### src/rtl/freq_gen_pkg.sv
`default_nettype none
// ============================================================================
// Module      : freq_gen_pkg
// Description : Shared types and defaults for the programmable square-wave
//               generator: controller state encoding, default data width,
//               default system clock frequency and the highest frequency
//               that can be produced (half the system clock).
// Revision    : 1.0 - initial release
// ============================================================================
package freq_gen_pkg;

    localparam int unsigned W_DEFAULT            = 32;
    localparam int unsigned SYS_CLK_FREQ_DEFAULT = 50_000_000;
    localparam int unsigned F_MAX                = SYS_CLK_FREQ_DEFAULT / 2;

    // IDLE: output stopped, DIV: divider busy, RUN: output toggling
    typedef enum logic [1:0] {
        IDLE = 2'd0,
        DIV  = 2'd1,
        RUN  = 2'd2
    } state_t;

endpackage
`default_nettype wire

### src/rtl/div_restoring.sv
`default_nettype none
// ============================================================================
// Module      : div_restoring
// Description : Unsigned sequential restoring divider, one quotient bit per
//               cycle. The divisor is one bit wider than the dividend so a
//               doubled W-bit value fits without overflow.
// Ports       : clk, rst_n (async, active-low)
//               start     - load operands (ignored while busy)
//               dividend  - W-bit numerator
//               divisor   - (W+1)-bit denominator
//               done      - one-cycle pulse, quotient valid in that cycle
//               quotient  - W-bit floor(dividend / divisor)
// Latency     : done rises W cycles after the start edge.
// Revision    : 1.0 - initial release
// ============================================================================
module div_restoring
    import freq_gen_pkg::*;
#(
    parameter int unsigned W = W_DEFAULT
) (
    input  logic         clk,
    input  logic         rst_n,
    input  logic         start,
    input  logic [W-1:0] dividend,
    input  logic [W:0]   divisor,
    output logic         done,
    output logic [W-1:0] quotient
);

    localparam int unsigned CW = $clog2(W);

    logic [W:0]    r_rem;
    logic [W-1:0]  r_quo;     // dividend shifts out of the top, quotient bits in at the bottom
    logic [W:0]    r_div;
    logic [CW-1:0] r_cnt;
    logic          r_busy;
    logic          r_done;

    logic [W+1:0]  w_shift;
    logic [W+1:0]  w_diff;
    logic          w_ge;

    assign w_shift = {r_rem, r_quo[W-1]};
    assign w_ge    = (w_shift >= {1'b0, r_div});
    assign w_diff  = w_shift - {1'b0, r_div};

    always_ff @(posedge clk or negedge rst_n) begin
        if (!rst_n) begin
            r_rem  <= '0;
            r_quo  <= '0;
            r_div  <= '0;
            r_cnt  <= '0;
            r_busy <= 1'b0;
            r_done <= 1'b0;
        end else begin
            r_done <= 1'b0;
            if (start && !r_busy) begin
                r_rem  <= '0;
                r_quo  <= dividend;
                r_div  <= divisor;
                r_cnt  <= '0;
                r_busy <= 1'b1;
            end else if (r_busy) begin
                // Partial remainder always ends below the divisor, so it fits in W+1 bits
                r_rem <= (W+1)'(w_ge ? w_diff : w_shift);
                r_quo <= {r_quo[W-2:0], w_ge};
                r_cnt <= r_cnt + CW'(1);
                if (r_cnt == CW'(W - 1)) begin
                    r_busy <= 1'b0;
                    r_done <= 1'b1;
                end
            end
        end
    end

    assign done     = r_done;
    assign quotient = r_quo;

endmodule
`default_nettype wire

### src/rtl/freq_gen.sv
`default_nettype none
// ============================================================================
// Module      : freq_gen
// Description : Programmable square-wave generator. A setpoint in Hz is
//               accepted over valid/ready, converted by a sequential divider
//               to a half-period N = floor(SYS_CLK_FREQ / (2*freq_set)),
//               clamped to at least 1, and applied at the next output toggle.
// Ports       : sys_clk, sys_rst_n (async, active-low)
//               freq_set  - requested frequency in Hz
//               set_valid - freq_set valid
//               set_ready - a setpoint can be accepted
//               clk_out   - generated square wave (registered)
//               locked    - clk_out runs at the last accepted setpoint
//               err       - one-cycle out-of-range pulse (optional)
// Options     : FREQ_GEN_RANGE_CHECK_EN - reject freq_set > SYS_CLK_FREQ/2
//               with an err pulse instead of clamping to SYS_CLK_FREQ/2.
// Revision    : 1.0 - initial release
// ============================================================================
module freq_gen
    import freq_gen_pkg::*;
#(
    parameter int unsigned SYS_CLK_FREQ = SYS_CLK_FREQ_DEFAULT,
    parameter int unsigned W            = W_DEFAULT
) (
    input  logic         sys_clk,
    input  logic         sys_rst_n,
    input  logic [W-1:0] freq_set,
    input  logic         set_valid,
    output logic         set_ready,
    output logic         clk_out,
`ifdef FREQ_GEN_RANGE_CHECK_EN
    output logic         locked,
    output logic         err
`else
    output logic         locked
`endif
);

    localparam logic [W-1:0] c_dividend = W'(SYS_CLK_FREQ);

    state_t        r_state;
    logic [W-1:0]  r_n_active;
    logic [W-1:0]  r_n_pending;
    logic          r_pend;       // r_n_pending waits for the next toggle
    logic [W-1:0]  r_cnt;
    logic          r_clk;
    logic          r_run;        // waveform is toggling (also during DIV)
    logic          r_stop;       // stop after the current high phase
    logic          r_ready;
    logic          r_locked;

    logic          w_xfer;
    logic          w_zero;
    logic          w_start;
    logic          w_boundary;
    logic          w_div_done;
    logic [W-1:0]  w_div_quo;
    logic [W-1:0]  w_n_new;

`ifdef FREQ_GEN_RANGE_CHECK_EN
    localparam logic [W-1:0] c_f_max = W'(SYS_CLK_FREQ / 2);
    logic r_err;
    logic w_oor;
    assign w_oor   = (freq_set > c_f_max);
    assign w_start = w_xfer && !w_zero && !w_oor;
    assign err     = r_err;
`else
    assign w_start = w_xfer && !w_zero;
`endif

    assign w_xfer     = set_valid && r_ready;
    assign w_zero     = (freq_set == '0);
    assign w_boundary = r_run && (r_cnt == r_n_active - W'(1));
    assign w_n_new    = (w_div_quo == '0) ? W'(1) : w_div_quo;

    div_restoring #(
        .W(W)
    ) u_div (
        .clk      (sys_clk),
        .rst_n    (sys_rst_n),
        .start    (w_start),
        .dividend (c_dividend),
        .divisor  ({freq_set, 1'b0}),
        .done     (w_div_done),
        .quotient (w_div_quo)
    );

    always_ff @(posedge sys_clk or negedge sys_rst_n) begin
        if (!sys_rst_n) begin
            r_state     <= IDLE;
            r_n_active  <= '0;
            r_n_pending <= '0;
            r_pend      <= 1'b0;
            r_cnt       <= '0;
            r_clk       <= 1'b0;
            r_run       <= 1'b0;
            r_stop      <= 1'b0;
            r_ready     <= 1'b1;
            r_locked    <= 1'b0;
`ifdef FREQ_GEN_RANGE_CHECK_EN
            r_err       <= 1'b0;
`endif
        end else begin
`ifdef FREQ_GEN_RANGE_CHECK_EN
            r_err <= 1'b0;
`endif
            // Half-period counter and toggle; pending N swaps in only here
            if (r_run) begin
                if (w_boundary) begin
                    r_cnt <= '0;
                    if (r_stop && r_clk) begin
                        r_clk   <= 1'b0;
                        r_run   <= 1'b0;
                        r_stop  <= 1'b0;
                        r_state <= IDLE;
                    end else begin
                        r_clk <= ~r_clk;
                        if (r_pend) begin
                            r_n_active <= r_n_pending;
                            r_pend     <= 1'b0;
                            r_locked   <= 1'b1;
                        end
                    end
                end else begin
                    r_cnt <= r_cnt + W'(1);
                end
            end

            // Division finished: install directly when stopped, otherwise
            // hold as pending. A toggle in this very cycle counts as the
            // boundary, so the new N governs the phase that starts now.
            if (r_state == DIV && w_div_done) begin
                r_ready <= 1'b1;
                r_state <= RUN;
                if (r_run) begin
                    if (w_boundary) begin
                        r_n_active <= w_n_new;
                        r_locked   <= 1'b1;
                        r_pend     <= 1'b0;
                    end else begin
                        r_n_pending <= w_n_new;
                        r_pend      <= 1'b1;
                    end
                end else begin
                    r_n_active <= w_n_new;
                    r_cnt      <= '0;
                    r_run      <= 1'b1;
                    r_locked   <= 1'b1;
                end
            end

            // Handshake; ready is never high while DIV, so no overlap with done
            if (w_xfer) begin
                if (w_zero) begin
                    r_locked <= 1'b0;
                    r_pend   <= 1'b0;
                    if (r_run && r_clk && !w_boundary) begin
                        r_stop <= 1'b1;
                    end else begin
                        r_run   <= 1'b0;
                        r_clk   <= 1'b0;
                        r_cnt   <= '0;
                        r_stop  <= 1'b0;
                        r_state <= IDLE;
                    end
                end
`ifdef FREQ_GEN_RANGE_CHECK_EN
                else if (w_oor) begin
                    r_err <= 1'b1;
                end
`endif
                else begin
                    r_state  <= DIV;
                    r_ready  <= 1'b0;
                    r_locked <= 1'b0;
                    r_stop   <= 1'b0;
                    r_pend   <= 1'b0;
                end
            end
        end
    end

    assign set_ready = r_ready;
    assign clk_out   = r_clk;
    assign locked    = r_locked;

endmodule
`default_nettype wire

### config.mk
export PLATFORM = sky130hd
export DESIGN_NAME = freq_gen
export DESIGN_NICKNAME = d
export VERILOG_FILES = /design/src/rtl/freq_gen_pkg.sv /design/src/rtl/div_restoring.sv /design/src/rtl/freq_gen.sv
export SDC_FILE = /design/constraint.sdc
export NUM_CORES = 1
export LEC_CHECK = 0
export CAP_MARGIN = 20
export CELL_PAD_IN_SITES_DETAIL_PLACEMENT = 2
export CELL_PAD_IN_SITES_GLOBAL_PLACEMENT = 2
export CORE_MARGIN = 2
export CORE_UTILIZATION = 39
export CTS_CLUSTER_SIZE = 40
export DETAILED_ROUTE_END_ITERATION = 6
export MAX_ROUTING_LAYER = met4
export PLACE_DENSITY = 0.89
export SLEW_MARGIN = 10
export SYNTH_ARGS = -nofsm -noshare
export SYNTH_HDL_FRONTEND = slang
export SYNTH_SLANG_ARGS = --single-unit
export TNS_END_PERCENT = 10
### constraint.sdc
create_clock -name sys_clk -period 4.9 [get_ports sys_clk]
set_input_delay 1.225 -clock sys_clk [delete_from_list [all_inputs] [get_ports sys_clk]]
set_output_delay 1.225 -clock sys_clk [all_outputs]
set_load 0.005 [all_outputs]
After elaboration in Yosys (flattened, before gate mapping)
Cells that the tools add are included.
- bits in registers: 208
- output and inout bits: 3
- mux-type cells: 73
- bitwise gates (word level): 2
- magnitude comparators: 1
- $add $sub $neg: 4
- reduce and logical (&&, ||, !) cells: 19
- equality and inequality tests: 3
- operator list (kind ; count):
    two-way mux 32 bit ; 17
    two-way mux 33 bit ; 3
    logical NOT 32 bit ; 2
    two-way mux 1 bit ; 44
    >= comparator 34 x 33 -> 1 bit ; 1
    subtractor 33 bit ; 1
    adder 32 x 1 -> 32 bit, second input constant ; 1
    == test 32 bit ; 1
    subtractor 32 x 1 -> 32 bit, second input constant ; 1
    two-way mux 2 bit ; 7
    two-way mux 5 bit ; 2
    logical AND 1 bit ; 8
    nonzero test 2 bit ; 4
    AND reduction 3 bit ; 2
    adder 5 x 1 -> 5 bit, second input constant ; 1
    == test 5 bit, second input constant ; 1
    logical NOT 1 bit ; 3
    == test 2 x 1 -> 1 bit, second input constant ; 1
    inverter 1 bit ; 2

Longest topological paths before layout
Gate-level depths: netlist (run 1).
- depth after elaboration: 10
- gate-level depth with buffers: 15
- mapped depth without buffers: 12

By module
A second synthesis (run 1) with hierarchy kept.
- cells, all modules: 1303
- area, all modules: 12339.3 sq um
- by module, submodules not included (module ; cells an instance ; area an instance (sq um) ; sequential area each (sq um) ; instances):
    div_restoring ; 712 ; 6374.9 ; 2627.5 ; 1
    freq_gen ; 591 ; 5964.5 ; 2603.7 ; 1

Worst setup path before layout (run 1)
No wires, ideal clock.
- path kind: flip-flop to flip-flop
- start: register r_n_active[15]
- end: register r_n_pending[10]
- setup time: 0.128 ns
- period minus slack after synthesis: 3.897 ns
- cell stages (with the launch flop): 13
- required time: 4.772 ns
- path buffers: 3
- setup slack: 1.003 ns
- data arrival time: 3.769 ns
- cell sequence: dfrtp_1 -> or4_1 -> clkbuf_1 -> or3_1 -> buf_2 -> o21a_1 -> or4_1 -> or4b_1 -> nor4_2 -> a21oi_2 -> nand2_1 -> buf_4 -> mux2_1
- longest elaborated chain between the ends: 5
- RTL lines (item ; line ; text):
    start, declared ; freq_gen.sv:42 ; logic [W-1:0] r_n_active;
    start signal, assigned ; freq_gen.sv:119 ; r_n_active <= r_n_pending;
    start signal, assigned ; freq_gen.sv:137 ; r_n_active <= w_n_new;
    start signal, assigned ; freq_gen.sv:145 ; r_n_active <= w_n_new;
    subtractor 32 x 1 -> 32 bit ; freq_gen.sv:73 ; assign w_boundary = r_run && (r_cnt == r_n_active - W'(1));
    == test 32 bit ; freq_gen.sv:73 ;
    logical AND 1 bit ; freq_gen.sv:73 ;
    inverter 1 bit (no source line) ; -- ;
    AND reduction 3 bit (no source line) ; -- ;
    end signal, assigned ; freq_gen.sv:141 ; r_n_pending <= w_n_new;
    end, declared ; freq_gen.sv:43 ; logic [W-1:0] r_n_pending;
Every way passes these cells.
A chain may end at the register's enable or synchronous reset.

Worst setup path after layout (run 1)
- start: register r_n_active[15]
- end: register r_n_active[11]
- longest elaborated chain between the ends: 8
- RTL lines (item ; line ; text):
    subtractor 32 x 1 -> 32 bit * ; freq_gen.sv:73 ;
    == test 32 bit * ; freq_gen.sv:73 ;
    logical AND 1 bit * ; freq_gen.sv:73 ;
    two-way mux 32 bit ; freq_gen.sv:109 ; if (w_boundary) begin
    two-way mux 32 bit ; freq_gen.sv:108 ; if (r_run) begin
    two-way mux 32 bit ; freq_gen.sv:136 ; if (w_boundary) begin
    two-way mux 32 bit ; freq_gen.sv:135 ; if (r_run) begin
    two-way mux 32 bit * ; freq_gen.sv:132 ; if (r_state == DIV && w_div_done) begin
Every way passes the cells marked *; elsewhere a longest branch is shown, timed or not.

==> results of run 1 <==
state kept, by name, indices dropped and copies added, names as in the netlist, 2 cells and up:
signal and cells:
u_div.r_rem 33, r_cnt 32, r_n_active 32, r_n_pending 32, u_div.quotient 32, u_div.r_div 32, u_div.r_cnt 5, r_state 2
power groups by stage:
stage	combinational, mW	sequential (mW)	clock (mW)
2_1_floorplan	3.02	2.58	0
3_3_place_gp	3.74	2.74	0
5_1_grt	4.84	2.89	2.00
4_1_cts	4.35	2.82	1.94
3_5_place_dp	4.08	2.80	0
6_report	4.39	2.84	1.91
final timing paths:
| kind | start | endpoint | slack [ns] | cells after the start |
|---|---|---|---|---|
| min in group asynchronous | sys_rst_n | r_cnt[0] | 0.73 | 1 |
| worst max-delay path | r_n_active[15] | r_n_active[11] | 0.30 | 10 |
| worst min register to register | u_div.r_div[31] | u_div.r_div[31] | 0.50 | 1 |
| max in group asynchronous | sys_rst_n | u_div.r_div[20] | 3.19 | 2 |
| worst max register to register | r_n_active[15] | r_n_active[11] | 0.30 | 10 |
| worst min-delay path | u_div.r_div[31] | u_div.r_div[31] | 0.50 | 1 |
cells in the final DEF (no fill, tap or decap), types with 32 or more instances in the layout:
master	instances
xnor2_1	57
clkdlybuf4s50_1	36
o21a_1	37
nand2_1	139
ha_1	36
o21ai_0	66
mux2_2	32
nand3_1	69
dfrtp_1	206
a21oi_1	32
mux2_1	32
xor2_1	44
inv_1	44
nor2_1	98
logic make-up (layout without fill, tap and decap cells):
logic type               after synthesis  after routing  share of synthesized area [%]
AO/OA/AOI/OAI                        277            277                           16.5
multiplexers                          71             71                           6.55
flip-flops                           208            208                           43.1
AND/OR/NAND/NOR                      457            457                           18.5
buffers and inverters                117            145                           4.02
adder cells (fa/ha/maj)               37             37                           3.89
XOR/XNOR                             102            102                           7.51
metal layers:
metal | wire [microns] | vias up | share of wire (%) | global-route usage, %
li1 | - | 4634 | - | -
met1 | 17600 | 5427 | 40 | 32.1
met2 | 22600 | 261 | 52 | 48.7
met3 | 1490 | 117 | 3.4 | 3.63
met4 | 1860 | 0 | 4.3 | 10.3
met5 | 0 | - | 0 | -
final cells by class:
class,count,area (sq um)
clock buffer,36,717
clock inverter,8,93.8
fill,3142,16800
inverter,44,165
multi-input combinational,944,6410
sequential,208,5210
tap,396,495
timing repair buffer,57,569
metrics by stage:
stage / setup slack, ns / hold slack [ns] / power, mW
2_1_floorplan: 1.00 / 0.455 / 5.61
3_3_place_gp: 0.561 / 0.474 / 6.48
3_5_place_dp: 0.421 / 0.487 / 6.88
4_1_cts: 0.340 / 0.505 / 9.12
5_1_grt: 0.00845 / 0.517 / 9.73
6_report: 0.304 / 0.503 / 9.15
worst max-delay path, stage by stage, from the launching register on:
cell and delay, ns:
dfrtp_1 0.44, or4_1 0.69, or3_1 0.53, o21a_1 0.26, or4_1 0.50, or4b_1 0.49
nor4_2 0.48, a21oi_4 0.21, buf_4 0.32, o32a_1 0.36, o21a_1 0.17
==> impl_metrics.env, run 1 <==
export IMPL_status="complete, no violations"
export IMPL_pin_count=38
export IMPL_routed_wl_mm=43.6
export IMPL_worstMarginPinSlew_ns=0.910
export IMPL_cts_setup_buffers=0
export IMPL_h_tree_depth=1
export IMPL_clk_latency_ns=0.54
export IMPL_cts_tree="built"
export IMPL_area_delta_synth_final_pct=13.1
export IMPL_postRouteAntennaNets=0
export IMPL_remaining_drc_errors=0
export IMPL_grt_max_degree=122
export IMPL_via_count=10400
export IMPL_report_final_slew_viol_count=0
export IMPL_seq_power_share_pct=31.1
export IMPL_avgSynthCellArea_sq_um=9.52
export IMPL_post_route_cell_area_sq_um=13700
export IMPL_post_synth_top_count_cell="dfrtp_1"
export IMPL_dr_pass1_iters=5
export IMPL_grt_pass1_wl_mm=70.0
export IMPL_grt_pass1_vias=11800
export IMPL_skew_ns=0.0198
export IMPL_ctsResizeCount=0
export IMPL_final_period_utilization_pct=93.8
export IMPL_yosys_warnings=0
export IMPL_place_inst=1648
export IMPL_io_buffers=37
export IMPL_syn_instance_count=1269
export IMPL_drt_iter0_markers=574
export IMPL_holdCritPathClass="reg2reg"
export IMPL_p_clk_share_pct=20.9
export IMPL_dieArea_sq_um=32400
export IMPL_synth_common_cells="dfrtp_1 (207), nand2_1 (139), nor2_1 (99), nand3_1 (69), o21ai_0 (66)"
export IMPL_overflow=0
export IMPL_p_sw_share_pct=44.3
export IMPL_arrival_ns=5.01
export IMPL_async_reset_ff_share_pct=100
export IMPL_synth_edf_count=0
export IMPL_drv_cap=0
export IMPL_pwr_share_comb_pct=48.0
export IMPL_synth_cell_types=75
export IMPL_p_per_area_nw_per_um2=670
export IMPL_cts_hold_buffers_added=0
export IMPL_cts_root_buf="clkbuf_16"
export IMPL_gp_congestion=0.909
export IMPL_drive_gt1_share_pct=8.79
export IMPL_cts_buffer_depth=3
export IMPL_clkTransAtPathRegs_ns=0.07
export IMPL_cts_sinks=208
export IMPL_hold_violations=0
export IMPL_core_area_sq_um=30500
export IMPL_fin_nets=1352
export IMPL_syn_area_sq_um=12100
export IMPL_setup_viol=0
export IMPL_yosys_area_top_type_share_pct=42.9
export IMPL_p_int_mw=5.10
export IMPL_diodes=0
export IMPL_power_leakage_nw=6.12
export IMPL_relSlewSlack_pct=38.8
export IMPL_grt_use_total_pct=27.6
export IMPL_start_util_pct=39.6
export IMPL_fin_setup_tns_ns=0
export IMPL_yosys_register_bits=208
export IMPL_critPathMaxFanout=34
export IMPL_rsz0062_at_grt="false"
export IMPL_period_needed_ns=4.60
export IMPL_synth_area_leaders="dfrtp_1 (43%), nand2_1 (4.3%), xnor2_1 (4.1%), ha_1 (3.7%), xor2_1 (3.2%)"
export IMPL_yosysTopAreaCell="dfrtp_1"
export IMPL_wire_per_inst_microns=25.8
export IMPL_syn_num_nets=1341
export IMPL_clock_fmax_ghz=0.218
export IMPL_dp_hpwl_mm=27.4
export IMPL_die_h_microns=180
export IMPL_rows=64
export IMPL_criticalPathCategory="reg2reg"
export IMPL_switching_power_mw=4.05
export IMPL_numCtsBuffers=25
export IMPL_required_ns=5.31
export IMPL_stdcell_count=1693
export IMPL_antenna_found_initial=0
export IMPL_start_kind="flop"
export IMPL_final_util_pct=44.8
export IMPL_chipWidth_microns=180
export IMPL_synth_main_ff_cell="dfrtp_1"
export IMPL_end_kind="flop"
export IMPL_peakVddDrop_mv=0.411
export IMPL_avgViaCountPerCell=6.17
export IMPL_ys_seq_area_share_pct=43.1
export IMPL_placed_cell_area_sq_um=12800
No activity file was read; power rests on OpenSTA's default activity.
==> inputs of run 2 (changes only) <==
- CORE_UTILIZATION: 39 -> 40
- PLACE_DENSITY: 0.89 -> 0.91
==> run 2 against run 1 <==
Net effect: non-clock buffer count is 2 higher; sequential share of layout area is 0.32 points lower; clock power is 12% higher; power is 4.3% higher; final cell count hardly changed; final area is 0.83% higher; worst hold slack better by 0.0028 ns; first-iteration DRC count is 31% higher; critical path type unchanged; critical endpoint is now r_n_active[21]; highest routed layer unchanged.
==> impl_metrics.env, run 2 (synthesis results as in run 1) <==
export IMPL_remaining_drc_errors=0
export IMPL_die_h_microns=178
export IMPL_grt_max_degree=105
export IMPL_peakVddDrop_mv=0.487
export IMPL_cts_tree="built"
export IMPL_cts_sinks=208
export IMPL_p_int_mw=5.30
export IMPL_dr_pass1_iters=5
export IMPL_arrival_ns=5.11
export IMPL_fin_setup_tns_ns=0
export IMPL_regMostFlops="u_div.r_rem"
export IMPL_routed_wl_mm=45.6
export IMPL_holdPathStages=1
export IMPL_report_final_slew_viol_count=0
export IMPL_power_leakage_nw=6.17
export IMPL_holdCritPathClass="reg2reg"
export IMPL_start_kind="flop"
export IMPL_cts_setup_buffers=0
export IMPL_gp_congestion=0.919
export IMPL_switching_power_mw=4.25
export IMPL_numCtsBuffers=25
export IMPL_critPathMaxFanout=34
export IMPL_r2r_slack_ns=0.21
export IMPL_dp_hpwl_mm=29.1
export IMPL_wire_per_inst_microns=26.9
export IMPL_clock_fmax_ghz=0.213
export IMPL_grt_use_total_pct=30.4
export IMPL_power_mw=9.54
export IMPL_setup_viol=0
export IMPL_largest_register_ffs=33
export IMPL_fin_nets=1354
export IMPL_drive_gt1_share_pct=9.45
export IMPL_rows=63
export IMPL_io_buffers=37
export IMPL_h_tree_depth=1
export IMPL_core_area_sq_um=29700
export IMPL_final_period_utilization_pct=95.8
export IMPL_start_util_pct=40.7
export IMPL_p_sw_share_pct=44.5
export IMPL_cts_root_buf="clkbuf_16"
export IMPL_antenna_found_initial=1
export IMPL_cts_buffer_depth=3
export IMPL_r2r_start="r_n_active[15]"
export IMPL_worstMarginPinSlew_ns=0.914
export IMPL_r2r_end="r_n_active[21]"
export IMPL_drt_iter0_markers=752
export IMPL_period_needed_ns=4.69
export IMPL_hold_violations=0
export IMPL_rsz0062_at_grt="false"
export IMPL_dieArea_sq_um=31600
export IMPL_layout_commonest_cell="dfrtp_1"
export IMPL_clkTransAtPathRegs_ns=0.07
export IMPL_setup_worst_path_start="r_n_active[15]"
export IMPL_drv_cap=0
export IMPL_grt_pass1_vias=12100
export IMPL_avgViaCountPerCell=6.27
export IMPL_via_count=10600
export IMPL_clk_latency_ns=0.54
export IMPL_end_kind="flop"
export IMPL_p_clk_share_pct=22.4
export IMPL_overflow=0
export IMPL_critPathCapture="r_n_active[21]"
export IMPL_criticalPathCategory="reg2reg"
export IMPL_area_delta_synth_final_pct=14.0
export IMPL_fillers=3080
export IMPL_status="complete, no violations"
export IMPL_required_ns=5.31
export IMPL_r2r_cells=10
export IMPL_final_cell_mix="dfrtp_1 (206), nand2_1 (139), nor2_1 (98)"
export IMPL_grt_pass1_wl_mm=72.4
export IMPL_pin_count=38
export IMPL_skew_ns=0.0192
export IMPL_relSlewSlack_pct=39.1
export IMPL_chipWidth_microns=178
export IMPL_postRouteAntennaNets=0
export IMPL_pwr_share_comb_pct=47.1
export IMPL_seq_power_share_pct=30.6
export IMPL_p_per_area_nw_per_um2=693
-- run 2: cell count changes in the layout (fill, tap and decap cells not counted), moves of 3 or more --
cell,previous run,this run
bufinv_16,2,6
clkinvlp_4,0,3
clkbuf_1,6,1
buf_4,17,20
-- run 2: metal layers --
metal	GRT usage (%)	up-vias	wire [microns]
li1	-	4618	-
met1	34.3	5512	17900
met2	54.2	330	23900
met3	3.79	150	1820
met4	13.0	0	1960
met5	-	-	0
-- run 2: per-stage QoR --
stage                     instance area [sq um]  std cells  hold slack (ns)  setup WS (ns)  util [%]
after floorplan                           12100       1269            0.455           1.00         -
after global placement                    12800       1645            0.474          0.498      43.2
after detailed placement                  12800       1645            0.487          0.337      43.2
after CTS                                 13800       1691            0.507          0.241      46.3
after global routing                      13800       1692            0.523         0.0865      46.4
final                                     13800       1692            0.506          0.207      46.4
-- run 2: timing repair --
action                                  CTS  global route
endpoints found under the setup margin    0            50
hold buffers                              0             0
resized for setup                         0             1
-- run 2: critical path: stages, from the launching register on --
cell and delay, ns:
dfrtp_1 0.45, or4_1 0.71, or3_1 0.54, o21a_1 0.27, or4_1 0.52, or4b_1 0.49, nor4_2 0.52, a21oi_4 0.21
buf_4 0.32, o32a_1 0.36, o21a_1 0.15
-- run 2: power groups by stage --
stage / combinational (mW) / clock, mW / sequential (mW)
floorplan: 3.02 / 0 / 2.58
global placement: 3.70 / 0 / 2.78
detailed placement: 4.13 / 0 / 2.87
CTS: 4.45 / 2.17 / 2.89
global route: 4.84 / 2.24 / 2.97
finish: 4.49 / 2.13 / 2.92
-- run 2: cell type report --
cell class | instances | area (sq um) | area share, %
multi-input combinational | 944 | 6420 | 46.6
sequential | 208 | 5210 | 37.8
clock buffer | 30 | 684 | 4.97
timing repair buffer | 59 | 564 | 4.10
tap | 390 | 488 | 3.54
clock inverter | 16 | 241 | 1.75
inverter | 44 | 165 | 1.20
antenna | 1 | 2.50 | 0.0182
-- run 2: worst min path at each step --
stage	start	to	slack, ns
floorplan	r_n_pending[0]	r_n_pending[0]	0.45
global placement	r_n_pending[1]	r_n_pending[1]	0.47
detailed placement	r_n_pending[2]	r_n_pending[2]	0.49
CTS	locked	locked	0.51
global route	r_n_pending[27]	r_n_pending[27]	0.52
finish	locked	locked	0.51
